## src/rtl/rv32i_lsu.sv

```systemverilog
// RV32I load/store unit: one outstanding bus transaction, registered bus outputs,
// byte-lane steering for stores and sign/zero extension for loads.
module rv32i_lsu #(
  parameter int unsigned TIMEOUT = 16
) (
  input  logic        clk,
  input  logic        reset,
  input  logic        lsu_valid,
  input  logic        lsu_we,
  input  logic [1:0]  lsu_size,
  input  logic        lsu_unsigned,
  input  logic [31:0] alu_result,
  input  logic [31:0] rs2_value,
  output logic        lsu_stall,
  output logic [31:0] load_data,
  output logic        load_valid,
  output logic        lsu_error,
  output logic        mem_req,
  output logic        mem_we,
  output logic [31:0] mem_addr,
  output logic [3:0]  mem_be,
  output logic [31:0] mem_wdata,
  input  logic        mem_gnt,
  input  logic        mem_rvalid,
  input  logic [31:0] mem_rdata
);

  typedef enum logic [1:0] {IDLE, REQ, WAIT} state_t;

  localparam logic [7:0] TO_LAST = 8'(TIMEOUT - 1);

  state_t      state, state_next;
  logic [1:0]  size_q;
  logic [1:0]  off_q;
  logic        unsigned_q;
  logic [7:0]  cnt;

  logic        aligned;
  logic        timeout;
  logic [3:0]  be_next;
  logic [31:0] wdata_next;
  logic [31:0] rd_shift;
  logic [31:0] rd_ext;

  always_comb begin
    aligned    = 1'b0;
    be_next    = 4'b1111;
    wdata_next = rs2_value;
    case (lsu_size)
      2'b00: begin
        aligned    = 1'b1;
        be_next    = 4'b0001 << alu_result[1:0];
        wdata_next = {4{rs2_value[7:0]}};
      end
      2'b01: begin
        aligned    = ~alu_result[0];
        be_next    = 4'b0011 << alu_result[1:0];
        wdata_next = {2{rs2_value[15:0]}};
      end
      2'b10: aligned = (alu_result[1:0] == 2'b00);
      default: aligned = 1'b0;
    endcase
  end

  // >= rather than == so a grant on the last budget cycle still leaves WAIT bounded
  assign timeout = (state != IDLE) && (cnt >= TO_LAST);

  assign rd_shift = mem_rdata >> {off_q, 3'b000};

  always_comb begin
    rd_ext = rd_shift;
    case (size_q)
      2'b00:   rd_ext = unsigned_q ? {24'd0, rd_shift[7:0]}  : {{24{rd_shift[7]}}, rd_shift[7:0]};
      2'b01:   rd_ext = unsigned_q ? {16'd0, rd_shift[15:0]} : {{16{rd_shift[15]}}, rd_shift[15:0]};
      default: rd_ext = rd_shift;
    endcase
  end

  always_ff @(posedge clk) begin
    if (reset) state <= IDLE;
    else       state <= state_next;
  end

  // Completion always takes priority over a coincident timeout
  always_comb begin
    state_next = state;
    lsu_stall  = 1'b0;
    case (state)
      IDLE: begin
        lsu_stall = lsu_valid && aligned;
        if (lsu_valid && aligned) state_next = REQ;
      end
      REQ: begin
        lsu_stall = mem_gnt || !timeout;
        if (mem_gnt)      state_next = WAIT;
        else if (timeout) state_next = IDLE;
      end
      WAIT: begin
        lsu_stall = !mem_rvalid && !timeout;
        if (mem_rvalid || timeout) state_next = IDLE;
      end
      default: state_next = IDLE;
    endcase
  end

  always_ff @(posedge clk) begin
    if (reset) begin
      mem_req    <= 1'b0;
      mem_we     <= 1'b0;
      mem_addr   <= 32'd0;
      mem_be     <= 4'd0;
      mem_wdata  <= 32'd0;
      load_valid <= 1'b0;
      load_data  <= 32'd0;
      lsu_error  <= 1'b0;
      size_q     <= 2'd0;
      off_q      <= 2'd0;
      unsigned_q <= 1'b0;
      cnt        <= 8'd0;
    end else begin
      load_valid <= 1'b0;
      lsu_error  <= 1'b0;
      case (state)
        IDLE: begin
          if (lsu_valid && aligned) begin
            mem_req    <= 1'b1;
            mem_we     <= lsu_we;
            mem_addr   <= {alu_result[31:2], 2'b00};
            mem_be     <= be_next;
            mem_wdata  <= wdata_next;
            size_q     <= lsu_size;
            off_q      <= alu_result[1:0];
            unsigned_q <= lsu_unsigned;
            cnt        <= 8'd0;
          end else if (lsu_valid) begin
            lsu_error <= 1'b1;
          end
        end
        REQ: begin
          cnt <= cnt + 8'd1;
          if (mem_gnt) begin
            mem_req <= 1'b0;
          end else if (timeout) begin
            mem_req   <= 1'b0;
            lsu_error <= 1'b1;
          end
        end
        WAIT: begin
          cnt <= cnt + 8'd1;
          if (mem_rvalid) begin
            if (!mem_we) begin
              load_valid <= 1'b1;
              load_data  <= rd_ext;
            end
          end else if (timeout) begin
            lsu_error <= 1'b1;
          end
        end
        default: mem_req <= 1'b0;
      endcase
    end
  end

endmodule

```

## config.mk

```make
export PLATFORM = sky130hd
export DESIGN_NAME = rv32i_lsu
export DESIGN_NICKNAME = d
export VERILOG_FILES = /design/src/rtl/rv32i_lsu.sv
export SDC_FILE = /design/constraint.sdc
export NUM_CORES = 1
export LEC_CHECK = 0
export CAP_MARGIN = 15
export CORE_MARGIN = 2
export CORE_UTILIZATION = 48
export CTS_CLUSTER_DIAMETER = 200
export DETAILED_ROUTE_END_ITERATION = 6
export MAX_ROUTING_LAYER = met4
export PLACE_DENSITY = 0.87
export SKIP_CTS_REPAIR_TIMING = 1
export SYNTH_ARGS = -nofsm -noshare
export SYNTH_HDL_FRONTEND = slang
export SYNTH_SLANG_ARGS = --single-unit
```

## constraint.sdc

```tcl
create_clock -name clk -period 3.02 [get_ports clk]
set_input_delay 0.604 -clock clk [delete_from_list [all_inputs] [get_ports clk]]
set_output_delay 0.604 -clock clk [all_outputs]
set_load 0.02 [all_outputs]
```

# Word level (Yosys, flattened, before mapping)
# Cells that the tools add are included.
[word_totals]
ff_bits = 117
input_bits = 105
out_inout_bits = 105
[classes]
add_sub_neg = 1
magnitude_cmp = 1
n_eq_ne = 8
shift = 3
muxes = 25
bitwise = 4
n_reduce_logical = 20
[op_table]
columns = ["cell", "n"]
rows = [
  ["32-bit case mux with 2 select lines", 2],
  ["32-bit two-way mux", 2],
  ["32-bit by 5-bit >> shifter with 32-bit output", 1],
  ["8-bit case mux with 2 select lines", 1],
  ["1-bit case mux with 3 select lines", 4],
  ["1-bit two-way mux", 9],
  ["3-bit AND reduction", 3],
  ["8-bit by 1-bit adder with 8-bit output (second input constant)", 1],
  ["8-bit by 4-bit >= comparator with 1-bit output (second input constant)", 1],
  ["2-bit zero test", 4],
  ["2-bit two-way mux", 4],
  ["8-bit two-way mux", 1],
  ["4-bit case mux with 2 select lines", 1],
  ["2-bit by 1-bit equality test with 1-bit output (second input constant)", 3],
  ["2-bit case mux with 3 select lines", 1],
  ["2-bit equality test (second input constant)", 2],
  ["2-bit inequality test (second input constant)", 2],
  ["1-bit NOT", 4],
  ["2-bit AND reduction", 2],
  ["2-bit nonzero test", 2],
  ["1-bit by 2-bit left shift with 4-bit output (first input constant)", 1],
  ["2-bit by 2-bit left shift with 4-bit output (first input constant)", 1],
  ["1-bit logical AND", 3],
  ["3-bit inequality test (second input constant)", 1],
  ["other kinds (4)", 6],
]

# Longest topological paths before layout
[logic_depth]
ltp_word = 5
mapped_depth = 8

# Worst setup path after synthesis
# Ideal clock, no wire load.
[synth_path]
path_type = "input-to-output"
startpoint = "in alu_result[0]"
endpoint = "out lsu_stall"
arrival_ps = 1866
t_required_ps = 2416
path_slack_ps = 550
stages = 7
path_cell_list = "buf_2 -> a21oi_1 -> o21ba_2 -> buf_4 -> buf_4 -> o21ai_0 -> a21oi_1"
[synth_between]
elab_chain_cells = 4
[synth_lines]
columns = ["element", "line_no", "source"]
rows = [
  ["from (decl)", "12", "input logic [31:0] alu_result,"],
  ["2-bit zero test or 1-bit NOT (tied branches)", "60, 56", ""],
  ["1-bit case mux with 3 select lines (*)", "49", "case (lsu_size)"],
  ["1-bit logical AND (*)", "90", "lsu_stall = lsu_valid && aligned;"],
  ["1-bit case mux with 3 select lines (*)", "88", "case (state)"],
  ["to (decl)", "14", "output logic lsu_stall,"],
]
# Every way passes the cells marked *; elsewhere a longest branch is shown, timed or not.

# Final worst setup path
[layout_path]
startpoint = "in lsu_size[0]"
endpoint = "out lsu_stall"
[layout_between]
elab_chain_cells = 4
[layout_lines]
columns = ["element", "line_no", "source"]
rows = [
  ["from (decl)", "10", "input logic [1:0] lsu_size,"],
  ["2-bit equality test, or another cell as far along", "49", ""],
  ["1-bit case mux with 3 select lines (*)", "49", ""],
  ["1-bit logical AND (*)", "90", ""],
  ["1-bit case mux with 3 select lines (*)", "88", ""],
]
# Marked as above.

==> flow_summary.toml <==
[outcome]
status = "complete, no violations"

[critical_path]
crit_required_ns = 2.42
cp.arrival_ns = 2.01
cp-start-kind = "input pin"
cp_max_fo = 3
reg2regPathDepth = 7
rrSetupSlack_ns = 0.63
startpoint = "lsu_size[0]"
endpoint = "lsu_stall"
r2r_start = "state[1]$_SDFFE_PP0P_"
end_kind = "output port"
r2r_end = "mem_wdata[14]$_SDFFE_PP0P_"
critPathKind = "in -> out"

[clock_tree]
clkTransAtPathRegs_ns = 0.05
cts_root_buf = "clkbuf_16"
cts_max_level = 4
cts.path.max_buffers = 2
cts_buffers = 17
cts_sinks = 117
cts_tree = "built"
clk-insertion-delay-late_ns = 0.41

[synthesis]
synth_fa_ha_area_frac = 0.0115
synth.top_cells.by_area = "dfxtp_1, nand2_1, a21oi_1"
syn_area_um2 = 5440
seq_area_frac_synth = 0.430
synth_edf_count = 0
ys_seq_elements = 117
synth-xor-area-share = 0
synth_cells = 652
synth_compound_area_frac = 0.222
ys_warn_count = 0
synth_mux_area_frac = 0.0830
synth_top_family_by_area = "compound AO/OA/AOI/OAI gates"
syn_area_per_cell_um2 = 8.35
yosys.area.top_type_share = 0.430
yosys_most_used_dff = "dfxtp_1"
yosysTopAreaCell = "dfxtp_1"
synthArstFlopShare = 0
yosys.area_share.simple = 0.196
netlist-cell-type-count = 56

[final_layout]
final_util = 0.748
mostFrequentLayoutCell = "clkdlybuf4s50_1"
n_antenna_cell = 0
mostFrequentLayoutCells = "clkdlybuf4s50_1, nand2_1, dfxtp_1"
syn_to_final_growth_pct = 50.2
fin_area_um2 = 8180
drive_gt1_frac = 0.0987
nets = 950

[drt]
postRouteWirelength_um = 17300
ant_nets = 0
wire_per_inst_um = 17.4
drc = 0
viasPerCell = 5.64
drtPass1Iterations = 5
drt_iter0_markers = 353
vias = 5590

[die]
dieArea_um2 = 12200
die_x_um = 110
start_util = 0.498
pin_count = 210
core_um2 = 10900
fp.dieH_um = 110
rows = 38

[sta]
finalClockSkew_ns = 0.00743
slew_violations = 0
worstMarginPinSlew_ns = 0.879
finalSetupViolCount = 0
min_period_over_period = 0.866
finalHoldViolations = 0
rsz0062_at_grt = "no"
finalCriticalPeriod_ns = 2.62
max_freq_mhz = 382
max_slew_margin = 0.414

[power]
internal_power_uw = 3620
p_per_area_nw_per_um2 = 622
leakage_uw = 0.00289
p_sw_uw = 1470
clock_power_share = 0.401
seqPwrFrac = 0.349
sw_frac_of_total = 0.289
irDropWorstVdd_v = 0.000437
power_frac_comb = 0.250

[placed_design]
dp_hpwl_um = 12000
gp_congestion = 0.874
dpl-instance-area_um2 = 7570
io_buffers = 207

[global_routing]
met2_usage = 0.472
busiest_layer = "met2"
met3_usage = 0.0730
grt_overflow = 0
grt_pass1_wl_um = 27300
grt_max_degree = 91
antenna_found_initial = 0
grtUsageTotal = 0.283
grtUsageMet1 = 0.321
first_global_vias = 5520

[worst_hold_path]
min_path_cells = 2
hp-class = "reg -> reg"

[run]
max_cap_viol_count = 0
Yosys cell counts, drive strengths merged, types with 3 or more instances:
cell and n:
o21ai 13, mux2 15, buf 30, ha 5, dfxtp 117, nand2 136, or4 4, clkbuf 26
a211oi 26, mux2i 26, o2bb2ai 7, nand4b 3, inv 4, o31ai 5, a311oi 10, nor2b 6
nor2 52, nand3b 3, o21bai 3, nand3 7, o211ai 17, a21oi 94, nor3 16
worst max-delay path: stages:
cell	delay [ns]
clkdlybuf4s50_1	0.53
a21oi_1	0.12
o21ba_4	0.24
o31ai_1	0.21
a21oi_1	0.09
dlymetal6s2s_1	0.20
layout make-up:
class	instances	area, um^2
clock buffer	21	470
clock inverter	9	128
fill	798	2760
inverter	5	18.8
multi-input combinational	475	2820
sequential	117	2340
tap	140	175
timing repair buffer	224	2220
sequential cells by signal (all words and copies together), names as in the netlist:
signal      cells
mem_be          4
mem_we          1
cnt             8
lsu_error       1
mem_req         1
mem_addr       30
off_q           2
load_data      32
mem_wdata      32
unsigned_q      1
load_valid      1
state           2
size_q          2
how the worst min path moves through the flow:
stage | start | to | slack, ns
4_1_cts | mem_addr[7]$_SDFFE_PP0P_ | mem_addr[7]$_SDFFE_PP0P_ | 0.45
3_3_place_gp | mem_addr[23]$_SDFFE_PP0P_ | mem_addr[23]$_SDFFE_PP0P_ | 0.44
3_5_place_dp | mem_addr[7]$_SDFFE_PP0P_ | mem_addr[7]$_SDFFE_PP0P_ | 0.45
5_1_grt | mem_addr[11]$_SDFFE_PP0P_ | mem_addr[11]$_SDFFE_PP0P_ | 0.47
6_report | mem_addr[7]$_SDFFE_PP0P_ | mem_addr[7]$_SDFFE_PP0P_ | 0.45
2_1_floorplan | cnt[5]$_SDFFE_PP0P_ | cnt[5]$_SDFFE_PP0P_ | 0.46
power groups by stage:
stage               Combinational, uW  Clock, uW  Sequential (uW)
floorplan                         565          0             1940
global placement                 1220          0             1790
detailed placement               1250          0             1800
CTS                              1270       2060             1770
global route                     1360       2130             1790
finish                           1270       2040             1770
metrics by stage:
stage | setup TNS, ns | hold slack, ns | instances | worst slack [ns] | power (uW)
after global routing | 0 | 0.474 | 991 | 0.337 | 5280
final | 0 | 0.454 | 991 | 0.404 | 5090
after global placement | 0 | 0.441 | 961 | 0.0853 | 3020
after detailed placement | 0 | 0.448 | 961 | 0.0636 | 3060
after floorplan | 0 | 0.460 | 653 | 0.550 | 2510
after CTS | -0.00780 | 0.453 | 991 | -0.00780 | 5100
kinds of logic after synthesis:
family	Yosys count
adders and majority gates	5
and+or+nand+nor	240
muxes	42
DFF	117
AOI/OAI and AO/OA	186
other	1
buffers and inverters	61
routing by layer:
metal / routed length, um / vias to the layer above
met4: 454 / 0
met5: 0 / -
met1: 6930 / 2624
met2: 8510 / 262
met3: 1360 / 34
li1: - / 2670
(Power assumes the default switching activity.)
